$ cat config.mk
export PLATFORM = sky130hd
export DESIGN_NAME = cordic_output_stage
export DESIGN_NICKNAME = d
export VERILOG_FILES = /design/src/rtl/cordic_out_pkg.sv /design/src/rtl/seq_divider.sv /design/src/rtl/cordic_output_stage.sv
export SDC_FILE = /design/constraint.sdc
export NUM_CORES = 1
export LEC_CHECK = 0
export ABC_AREA = 1
export CORE_AREA = 2 2 154 269
export DETAILED_ROUTE_END_ITERATION = 7
export DIE_AREA = 0 0 156 271
export HOLD_SLACK_MARGIN = 0.05
export MAX_ROUTING_LAYER = met4
export PLACE_DENSITY_LB_ADDON = 0.2
export SYNTH_ARGS = -nofsm -noshare
export SYNTH_HDL_FRONTEND = slang
export SYNTH_SLANG_ARGS = --single-unit
$ cat constraint.sdc
create_clock -name clk -period 5.2 [get_ports clk]
set_input_delay 0.52 -clock clk [delete_from_list [all_inputs] [get_ports clk]]
set_output_delay 0.52 -clock clk [all_outputs]
set_load 0.02 [all_outputs]
$ cat src/rtl/cordic_out_pkg.sv
// Shared definitions for the CORDIC output stage.
//   SEL_*          bit positions inside the one-hot function select
//   K_VAL_DEFAULT  CORDIC gain compensation 0.60725 * 2^16
//   state_e        control FSM states
//   fn_e           decoded function captured at accept
package cordic_out_pkg;

  localparam int SEL_SIN = 0;
  localparam int SEL_COS = 1;
  localparam int SEL_TAN = 2;
  localparam int SEL_ANG = 3;

  localparam int unsigned K_VAL_DEFAULT = 39797;

  typedef enum logic [2:0] {
    IDLE,
    MUL,
    DIV,
    FIX,
    OUT
  } state_e;

  typedef enum logic [2:0] {
    FN_SIN,
    FN_COS,
    FN_TAN,
    FN_ANG,
    FN_NONE
  } fn_e;

endpackage

$ cat src/rtl/seq_divider.sv
// Unsigned restoring divider, one quotient bit per clock, MSB first.
//   clk, rst   clock and synchronous active-high reset (control only)
//   start      load dividend/divisor and begin WIDTH iterations
//   dividend   unsigned dividend
//   divisor    unsigned divisor (zero gives an undefined quotient)
//   done       high during the cycle whose edge writes the last quotient bit
//   quotient   quotient, final one cycle after done
module seq_divider #(
  parameter int WIDTH = 40
) (
  input  logic             clk,
  input  logic             rst,
  input  logic             start,
  input  logic [WIDTH-1:0] dividend,
  input  logic [WIDTH-1:0] divisor,
  output logic             done,
  output logic [WIDTH-1:0] quotient
);

  localparam int CNT_W = $clog2(WIDTH + 1);

  logic [CNT_W-1:0] r_cnt;
  logic [WIDTH-1:0] r_rem;
  logic [WIDTH-1:0] r_q;
  logic [WIDTH-1:0] r_div;

  logic [WIDTH:0]   w_shift;
  logic [WIDTH:0]   w_diff;
  logic             w_ge;

  // Dividend bits are shifted out of r_q from the top while quotient bits
  // enter at the bottom, so r_q holds the quotient after WIDTH steps.
  always_comb begin
    w_shift = {r_rem, r_q[WIDTH-1]};
    w_diff  = w_shift - {1'b0, r_div};
    // The partial remainder stays below the divisor, so a set top bit of the
    // difference can only mean a borrow.
    w_ge    = !w_diff[WIDTH];
  end

  always_ff @(posedge clk) begin
    if (rst) begin
      r_cnt <= '0;
    end else if (start) begin
      r_cnt <= CNT_W'(WIDTH);
    end else if (r_cnt != '0) begin
      r_cnt <= r_cnt - 1'b1;
    end
  end

  always_ff @(posedge clk) begin
    if (start) begin
      r_rem <= '0;
      r_q   <= dividend;
      r_div <= divisor;
    end else if (r_cnt != '0) begin
      r_rem <= w_ge ? w_diff[WIDTH-1:0] : w_shift[WIDTH-1:0];
      r_q   <= {r_q[WIDTH-2:0], w_ge};
    end
  end

  assign done     = (r_cnt == CNT_W'(1));
  assign quotient = r_q;

endmodule

$ cat src/rtl/cordic_output_stage.sv
// Post-processing stage behind the CORDIC core: gain-compensated sin/cos,
// tan by sequential division, or angle pass-through, one result per
// valid/ready transaction.
//   clk, rst             clock, synchronous active-high reset
//   in_valid/in_ready    input handshake; in_ready only in IDLE and not in reset
//   select               one-hot function, lowest set bit wins
//   x, y, angle          raw CORDIC results (signed)
//   out_valid/out_ready  output handshake
//   out_data             signed result, held after consumption
//   out_ovf              tan saturated (overflow or x == 0)
//   out_err              select had no bit set
//   busy                 FSM not in IDLE
module cordic_output_stage
  import cordic_out_pkg::*;
#(
  parameter int          DATA_W = 24,
  parameter int          FRAC_W = 16,
  parameter int          K_W    = 16,
  parameter int unsigned K_VAL  = K_VAL_DEFAULT
) (
  input  logic                     clk,
  input  logic                     rst,
  input  logic                     in_valid,
  output logic                     in_ready,
  input  logic [3:0]               select,
  input  logic signed [DATA_W-1:0] x,
  input  logic signed [DATA_W-1:0] y,
  input  logic signed [DATA_W-1:0] angle,
  output logic                     out_valid,
  input  logic                     out_ready,
  output logic signed [DATA_W-1:0] out_data,
  output logic                     out_ovf,
  output logic                     out_err,
  output logic                     busy
);

  localparam int ITERS = DATA_W + FRAC_W;
  localparam int P_W   = DATA_W + K_W + 1;

  localparam logic signed [DATA_W-1:0] MAX   = {1'b0, {(DATA_W-1){1'b1}}};
  localparam logic        [ITERS-1:0]  MAX_Q = ITERS'(MAX);
  localparam logic signed [K_W:0]      K_S   = (K_W+1)'(K_VAL);
  localparam logic signed [P_W-1:0]    RND   = P_W'(1) << (K_W - 1);

  // Magnitude at DATA_W+1 bits so the most negative input is representable.
  function automatic logic [DATA_W:0] abs_ext(input logic signed [DATA_W-1:0] v);
    logic signed [DATA_W:0] e;
    e = {v[DATA_W-1], v};
    return e[DATA_W] ? -e : e;
  endfunction

  // Round half up and drop the K_W fractional bits of the gain product.
  // K < 1, so the result always fits DATA_W bits.
  function automatic logic signed [DATA_W-1:0] round_scale(input logic signed [P_W-1:0] p);
    logic signed [P_W-1:0] s;
    s = p + RND;
    return DATA_W'(s >>> K_W);
  endfunction

  // Returns {ovf, data} for the tan path.
  function automatic logic [DATA_W:0] sat_tan(input logic             x_zero,
                                              input logic             x_neg,
                                              input logic             y_neg,
                                              input logic [ITERS-1:0] q);
    logic signed [DATA_W-1:0] mag;
    if (x_zero)
      return {1'b1, (y_neg ? -MAX : MAX)};
    if (q > MAX_Q)
      return {1'b1, ((x_neg ^ y_neg) ? -MAX : MAX)};
    mag = q[DATA_W-1:0];
    return {1'b0, ((x_neg ^ y_neg) ? -mag : mag)};
  endfunction

  state_e                    r_state;
  fn_e                       r_fn_p0;
  logic signed [DATA_W-1:0]  r_op_p0;
  logic                      r_x_neg_p0;
  logic                      r_y_neg_p0;
  logic                      r_x_zero_p0;
  logic signed [P_W-1:0]     r_prod_p1;

  fn_e                       w_fn;
  logic signed [DATA_W-1:0]  w_op;
  logic                      w_accept;
  logic [DATA_W:0]           w_abs_x;
  logic [DATA_W:0]           w_abs_y;
  logic [ITERS-1:0]          w_dividend;
  logic [ITERS-1:0]          w_divisor;
  logic                      w_div_start;
  logic                      w_div_done;
  logic [ITERS-1:0]          w_quot;
  logic [DATA_W:0]           w_tan_res;
  logic signed [P_W-1:0]     w_mul_a;
  logic signed [P_W-1:0]     w_mul_k;

  always_comb begin
    w_fn = FN_NONE;
    w_op = '0;
    if (select[SEL_SIN]) begin
      w_fn = FN_SIN;
      w_op = y;
    end else if (select[SEL_COS]) begin
      w_fn = FN_COS;
      w_op = x;
    end else if (select[SEL_TAN]) begin
      w_fn = FN_TAN;
    end else if (select[SEL_ANG]) begin
      w_fn = FN_ANG;
      w_op = angle;
    end
  end

  assign in_ready    = (r_state == IDLE) && !rst;
  assign busy        = (r_state != IDLE);
  assign w_accept    = in_valid && in_ready;

  assign w_abs_x     = abs_ext(x);
  assign w_abs_y     = abs_ext(y);
  assign w_dividend  = ITERS'(w_abs_y) << FRAC_W;
  assign w_divisor   = ITERS'(w_abs_x);
  assign w_div_start = w_accept && (w_fn == FN_TAN);

  seq_divider #(
    .WIDTH(ITERS)
  ) u_div (
    .clk      (clk),
    .rst      (rst),
    .start    (w_div_start),
    .dividend (w_dividend),
    .divisor  (w_divisor),
    .done     (w_div_done),
    .quotient (w_quot)
  );

  assign w_mul_a   = P_W'(r_op_p0);
  assign w_mul_k   = P_W'(K_S);
  assign w_tan_res = sat_tan(r_x_zero_p0, r_x_neg_p0, r_y_neg_p0, w_quot);

  // ---- p0: operands captured at accept; later input changes are ignored
  always_ff @(posedge clk) begin
    if (w_accept) begin
      r_fn_p0     <= w_fn;
      r_op_p0     <= w_op;
      r_x_neg_p0  <= x[DATA_W-1];
      r_y_neg_p0  <= y[DATA_W-1];
      r_x_zero_p0 <= (x == '0);
    end
  end

  // ---- p1: gain product, registered in MUL
  always_ff @(posedge clk) begin
    if (r_state == MUL)
      r_prod_p1 <= w_mul_a * w_mul_k;
  end

  // ---- control FSM; results are written in FIX and held through OUT
  always_ff @(posedge clk) begin
    if (rst) begin
      r_state   <= IDLE;
      out_valid <= 1'b0;
      out_data  <= '0;
      out_ovf   <= 1'b0;
      out_err   <= 1'b0;
    end else begin
      case (r_state)
        IDLE: begin
          if (w_accept)
            r_state <= (w_fn == FN_TAN) ? DIV : MUL;
        end
        MUL: r_state <= FIX;
        DIV: begin
          if (w_div_done)
            r_state <= FIX;
        end
        FIX: begin
          out_valid <= 1'b1;
          r_state   <= OUT;
          case (r_fn_p0)
            FN_SIN, FN_COS: begin
              out_data <= round_scale(r_prod_p1);
              out_ovf  <= 1'b0;
              out_err  <= 1'b0;
            end
            FN_TAN: begin
              {out_ovf, out_data} <= w_tan_res;
              out_err             <= 1'b0;
            end
            FN_ANG: begin
              out_data <= r_op_p0;
              out_ovf  <= 1'b0;
              out_err  <= 1'b0;
            end
            default: begin
              out_data <= '0;
              out_ovf  <= 1'b0;
              out_err  <= 1'b1;
            end
          endcase
        end
        OUT: begin
          if (out_ready) begin
            out_valid <= 1'b0;
            r_state   <= IDLE;
          end
        end
        default: r_state <= IDLE;
      endcase
    end
  end

endmodule

== After elaboration in Yosys (flattened, before gate mapping) ==
Index checks and enable logic that the tools add are counted.

* Output and inout bits: 29
* Latch bits: 0
* Memory bits (writable): 0
* Word-level logic and storage cells: 91
* Memories: 0
* Bits of input ports: 80
* Register bits: 211
* Bits in read-only memories: 0

* Bitwise operators: 1
* Muxes and demuxes: 35
* Div/mod/pow operators: 0
* Add/subtract/negate cells: 6
* Reduce and logical (&&, ||, !) cells: 17
* Magnitude comparators: 1
* Multiply operators: 1
* Eq/ne operators: 12
* Shifts and indexed selects: 0

{| class="wikitable"
|+ Operators by type and width
! kind !! number
|-
| two-way mux 24 bit || 8
|-
| two-way mux 40 bit || 3
|-
| two-way mux 25 bit || 4
|-
| case mux 24 bit (3 select lines) || 1
|-
| negation 24 bit || 2
|-
| subtractor 41 x 25 -> 41 bit || 1
|-
| adder 40 x 17 -> 40 bit (second input constant) || 1
|-
| > comparator 40 x 23 -> 1 bit (second input constant) || 1
|-
| multiplier 24 x 17 -> 40 bit (second input constant) || 1
|-
| negation 24 -> 25 bit || 1
|-
| logical NOT 24 bit || 1
|-
| two-way mux 23 bit || 1
|-
| two-way mux 3 bit || 7
|-
| == test 3 x 2 -> 1 bit (second input constant) || 5
|-
| case mux 3 bit (5 select lines) || 1
|-
| two-way mux 6 bit || 2
|-
| == test 3 x 1 -> 1 bit (second input constant) || 2
|-
| == test 6 x 1 -> 1 bit (second input constant) || 1
|-
| logical NOT 3 bit || 2
|-
| two-way mux 1 bit || 6
|-
| nonzero test 6 bit || 1
|-
| subtractor 6 x 1 -> 6 bit (second input constant) || 1
|-
| != test 2 bit (second input constant) || 2
|-
| nonzero test 2 bit || 2
|-
| other kinds (12) || 16
|}

== Longest topological paths before layout ==
* Depth after elaboration: 8
* Gate-level depth with buffers: 25
* Depth with buffers taken out: 25

== Modules after synthesis ==
From an unflattened synthesis, not the netlist that was laid out.

* Cell total of the unflattened synthesis: 3333
* Area total of the unflattened synthesis: 24413.4 um^2

{| class="wikitable"
|+ Modules (own cells, without submodules)
! module !! cells each !! area each (um^2) !! instances !! seq. area each (um^2)
|-
| cordic_output_stage || 1984 || 15304.7 || 1 || 2252.2
|-
| seq_divider || 1349 || 9108.7 || 1 || 3323.2
|}

== Worst setup path before layout ==
OpenSTA, ideal clock, no wires.

* Path kind: register to register
* Start point: reg r_op_p0[23]
* End point: reg r_prod_p1[38] (data pin)
* Arrival: 4.977 ns
* Setup time: 0.258 ns
* Cell stages (with the launch flop): 18
* Setup slack: -0.035 ns
* Cells stage by stage: edfxtp_1 -> ha_1 -> inv_1 -> fa_1 -> fa_1 -> fa_1 -> fa_1 -> inv_1 -> fa_1 -> inv_1 -> ha_1 -> nand2_1 -> nor2_1 -> inv_1 -> nor4_1 -> nand4_1 -> nand3_1 -> xor2_1

* Word-level cells in the longest chain between the ends: 1

{| class="wikitable"
|+ RTL lines
! what !! RTL line !! source
|-
| start: declaration || cordic_output_stage.sv:76 || <nowiki>logic signed [DATA_W-1:0] r_op_p0;</nowiki>
|-
| start signal: assignment || cordic_output_stage.sv:143 || <nowiki>r_op_p0 <= w_op;</nowiki>
|-
| multiplier 24 x 17 -> 40 bit || cordic_output_stage.sv:153 || <nowiki>r_prod_p1 <= w_mul_a * w_mul_k;</nowiki>
|-
| end signal: assignment || cordic_output_stage.sv:153 ||
|-
| end: declaration || cordic_output_stage.sv:80 || <nowiki>logic signed [P_W-1:0] r_prod_p1;</nowiki>
|}

Every way passes these cells.
A chain may end at the register's enable or synchronous reset.

== Worst setup path after layout ==
* Start point: reg r_op_p0[20]
* End point: reg r_prod_p1[23] (data pin)

The elaborated chain is that of the path after synthesis.

==> run metrics <==
Yosys Warn Count 0; first-pass GRT wire length between 100000 and 150000 um; worst hold stages 2; CTS buffer count 17; Port Buf Inserts 108; Post-Synthesis Cells about 3k; Max-Cap Viols 0; max frequency about 0.19 GHz; Critical Path Start Type register; count of standard-cell rows between 90 and 100; R2R setup slack -0.05 ns; clk slew on worst S/H paths about 0.08 ns; routed length per instance 20.7 um; die footprint 42300 sq um; failing checks negative setup slack; Post-DP HPWL 63000 um; Fin Setup TNS -0.162 ns; status complete, but fails checks; initial antenna violation count 2; Period minus WS final 5.25 ns; Die Width roughly 160 um; final setup margin -0.0541 ns; crit path max fanout 4; post-synthesis sequential area ratio 0.227; RSZ-0062 raised after global routing true; Reg2Reg Depth 20; Final GP Congestion between 1 and 1.5; dpl cells ~3.7k; Reg-to-Reg Start r_op_p0[20]$_DFFE_PP_; synth-to-layout area growth 23.2%; clk root buf clkbuf_16; final net count ~3.7k; Hold WS 0.467 ns; Min-Delay Endpoint out_valid$_SDFFE_PP0P_; Clk Latency, worst-skew pair between 0.4 and 0.5 ns; largest net degree at the start of global routing 64; core area about 40000 sq um; CP Capture Type register; htree depth 4; I/O pin total 109; worst endpoint data arrival time between 5 and 6 ns; Mapped Avg Cell Area around 7.4 sq um; Antenna Violating Nets Remaining 0; CTS tree built; Hold Buf Count CTS 0; Slew Limit Fails 0; count of final hold-check violations 0; flops & latches, synth 196; DR DRC count 0; Setup Skew ~0.018 ns; die height approximately 270 um; Avg Vias per Cell about 5.6; setup violators final 5; Starting DRT DRC Count around 1.4k; Non-Filler Instances between 3k and 4k; Least-Margin Pin Slew a little over 1 ns; Post-Synthesis Cell Area 21900 sq um; commonest cells after routing, fill and taps aside nand2_1 (654), inv_1 (547), nor2_1 (231); commonest non-fill, non-tap cell in the layout nand2_1; hold path startpoint out_valid$_SDFFE_PP0P_; FF-to-FF End r_prod_p1[23]$_DFFE_PP_; Final period util 1.01; clock sinks between 150 and 200; critical path class register to register; Syn Nets between 3k and 4k; drt pass-1 iters 6; CP Data Required Time 5.44 ns; layout cell share with drive strength beyond 1 0.159; relative slew slack 0.310; Yosys cell types slightly below 50; Initial Util 0.548; vias roughly 21k; fillers ~3.4k; CTS max path bufs 2; GR Overflow Total 0; worst min-delay path class register to register; DRT Wirelength approximately 80000 um; vias in the first global route 21.6k; All-Layer GR Usage 0.376
==> what timing repair did <==
item	in CTS	in global routing
setup endpoints to repair	22	25
buffers inserted	29	25
gates resized for setup	123	173
endpoints found under the hold margin	0	0
pin swaps	71	129
==> flip-flops by register name, summed over array words and instances, names as in the netlist <==
register,flops
r_x_neg_p0,1
out_ovf,1
u_div.r_rem,40
r_op_p0,24
r_prod_p1,25
out_err,1
r_state,3
r_y_neg_p0,1
r_x_zero_p0,1
r_fn_p0,3
u_div.r_cnt,6
u_div.r_div,25
u_div.quotient,40
out_valid,1
out_data,24
==> per-layer routing <==
metal  wire length (um)  GRT usage  up-vias
met4               8430      0.315        0
met5                  0          -        -
met3               3580     0.0567      378
met2              40900      0.670      770
li1                   -          -    10000
met1              25100      0.349     9880
==> how the worst max path moves through the flow <==
| stage | startpoint | endpoint | slack (ns) | depth (start not counted) |
|---|---|---|---|---|
| 6_report | r_op_p0[20]$_DFFE_PP_ | r_prod_p1[23]$_DFFE_PP_ | -0.05 | 20 |
| 5_1_grt | r_op_p0[18]$_DFFE_PP_ | r_prod_p1[39]$_DFFE_PP_ | -0.17 | 21 |
| 4_1_cts | r_op_p0[17]$_DFFE_PP_ | r_prod_p1[38]$_DFFE_PP_ | -0.02 | 19 |
| 3_5_place_dp | r_op_p0[18]$_DFFE_PP_ | r_prod_p1[38]$_DFFE_PP_ | -0.33 | 18 |
| 3_3_place_gp | r_op_p0[16]$_DFFE_PP_ | r_prod_p1[38]$_DFFE_PP_ | -0.26 | 16 |
| 2_1_floorplan | r_op_p0[23]$_DFFE_PP_ | r_prod_p1[38]$_DFFE_PP_ | 0.03 | 17 |
==> cell usage after synthesis, drive strengths merged <==
cell type	instances	area, sq um
clkbuf	38	143
a21boi	3	22.5
a21o	10	75.1
buf	22	131
clkinv	4	15.0
or3	1	6.26
inv	592	2220
o31ai	3	22.5
ha	222	2780
a2111oi	1	8.76
nor3	33	180
a22oi	39	293
nor2	259	992
dfxtp	92	1840
o21a	5	37.5
nand3	206	1060
nand4	25	156
xnor2	27	236
a211oi	4	30.0
o2111ai	1	8.76
conb	1	3.75
and3	3	18.8
o21bai	9	67.6
fa	169	3380
a31oi	11	68.8
o22ai	11	68.8
edfxtp	104	3120
o21ai	102	514
o211ai	6	45.0
nor4	10	62.6
a21oi	179	896
nand2	686	2620
xor2	73	639
nand3b	6	45.0
or2	10	62.6
==> metrics by stage <==
step	worst slack, ns	util	instance area [sq um]
5_1_grt	-0.173	0.675	26900
3_5_place_dp	-0.329	0.618	24700
6_report	-0.0541	0.675	26900
4_1_cts	-0.0174	0.654	26100
2_1_floorplan	0.0279	-	21900
3_3_place_gp	-0.261	0.618	24700
==> worst max-delay path, stage by stage, from the launching register on <==
cell and delay (ns):
edfxtp_1 0.53, buf_6 0.19, ha_4 0.26, inv_2 0.04, fa_2 0.54, fa_2 0.44
inv_2 0.06, fa_2 0.44, fa_1 0.57, inv_2 0.05, fa_1 0.52, inv_2 0.05
ha_4 0.32, nand2_4 0.08, nor2_2 0.12, inv_1 0.07, nor2_2 0.12, and3_4 0.21
a21oi_4 0.08, xnor2_2 0.17, buf_4 0.14
==> logic make-up after synthesis <==
logic type      count (synthesis)  synth area share
simple gates                 1239             0.238
fa+ha+maj                     391             0.282
compound gates                384            0.0986
flops                         196             0.227
xor+xnor                      100            0.0400
other cells                     1          0.000171
buf+inv                       656             0.115
==> layout make-up <==
class	count	area, sq um	share of cell area
timing repair buffer	336	2860	0.106
multi-input combinational	2115	15600	0.580
clock inverter	15	200	0.00743
clock buffer	17	425	0.0158
sequential	196	4960	0.184
inverter	596	2240	0.0831
antenna	3	7.51	0.000279
tap	495	619	0.0230
Power is not shown: default switching activity piles up to over one toggle a cycle in this logic, so the estimate is an artifact.
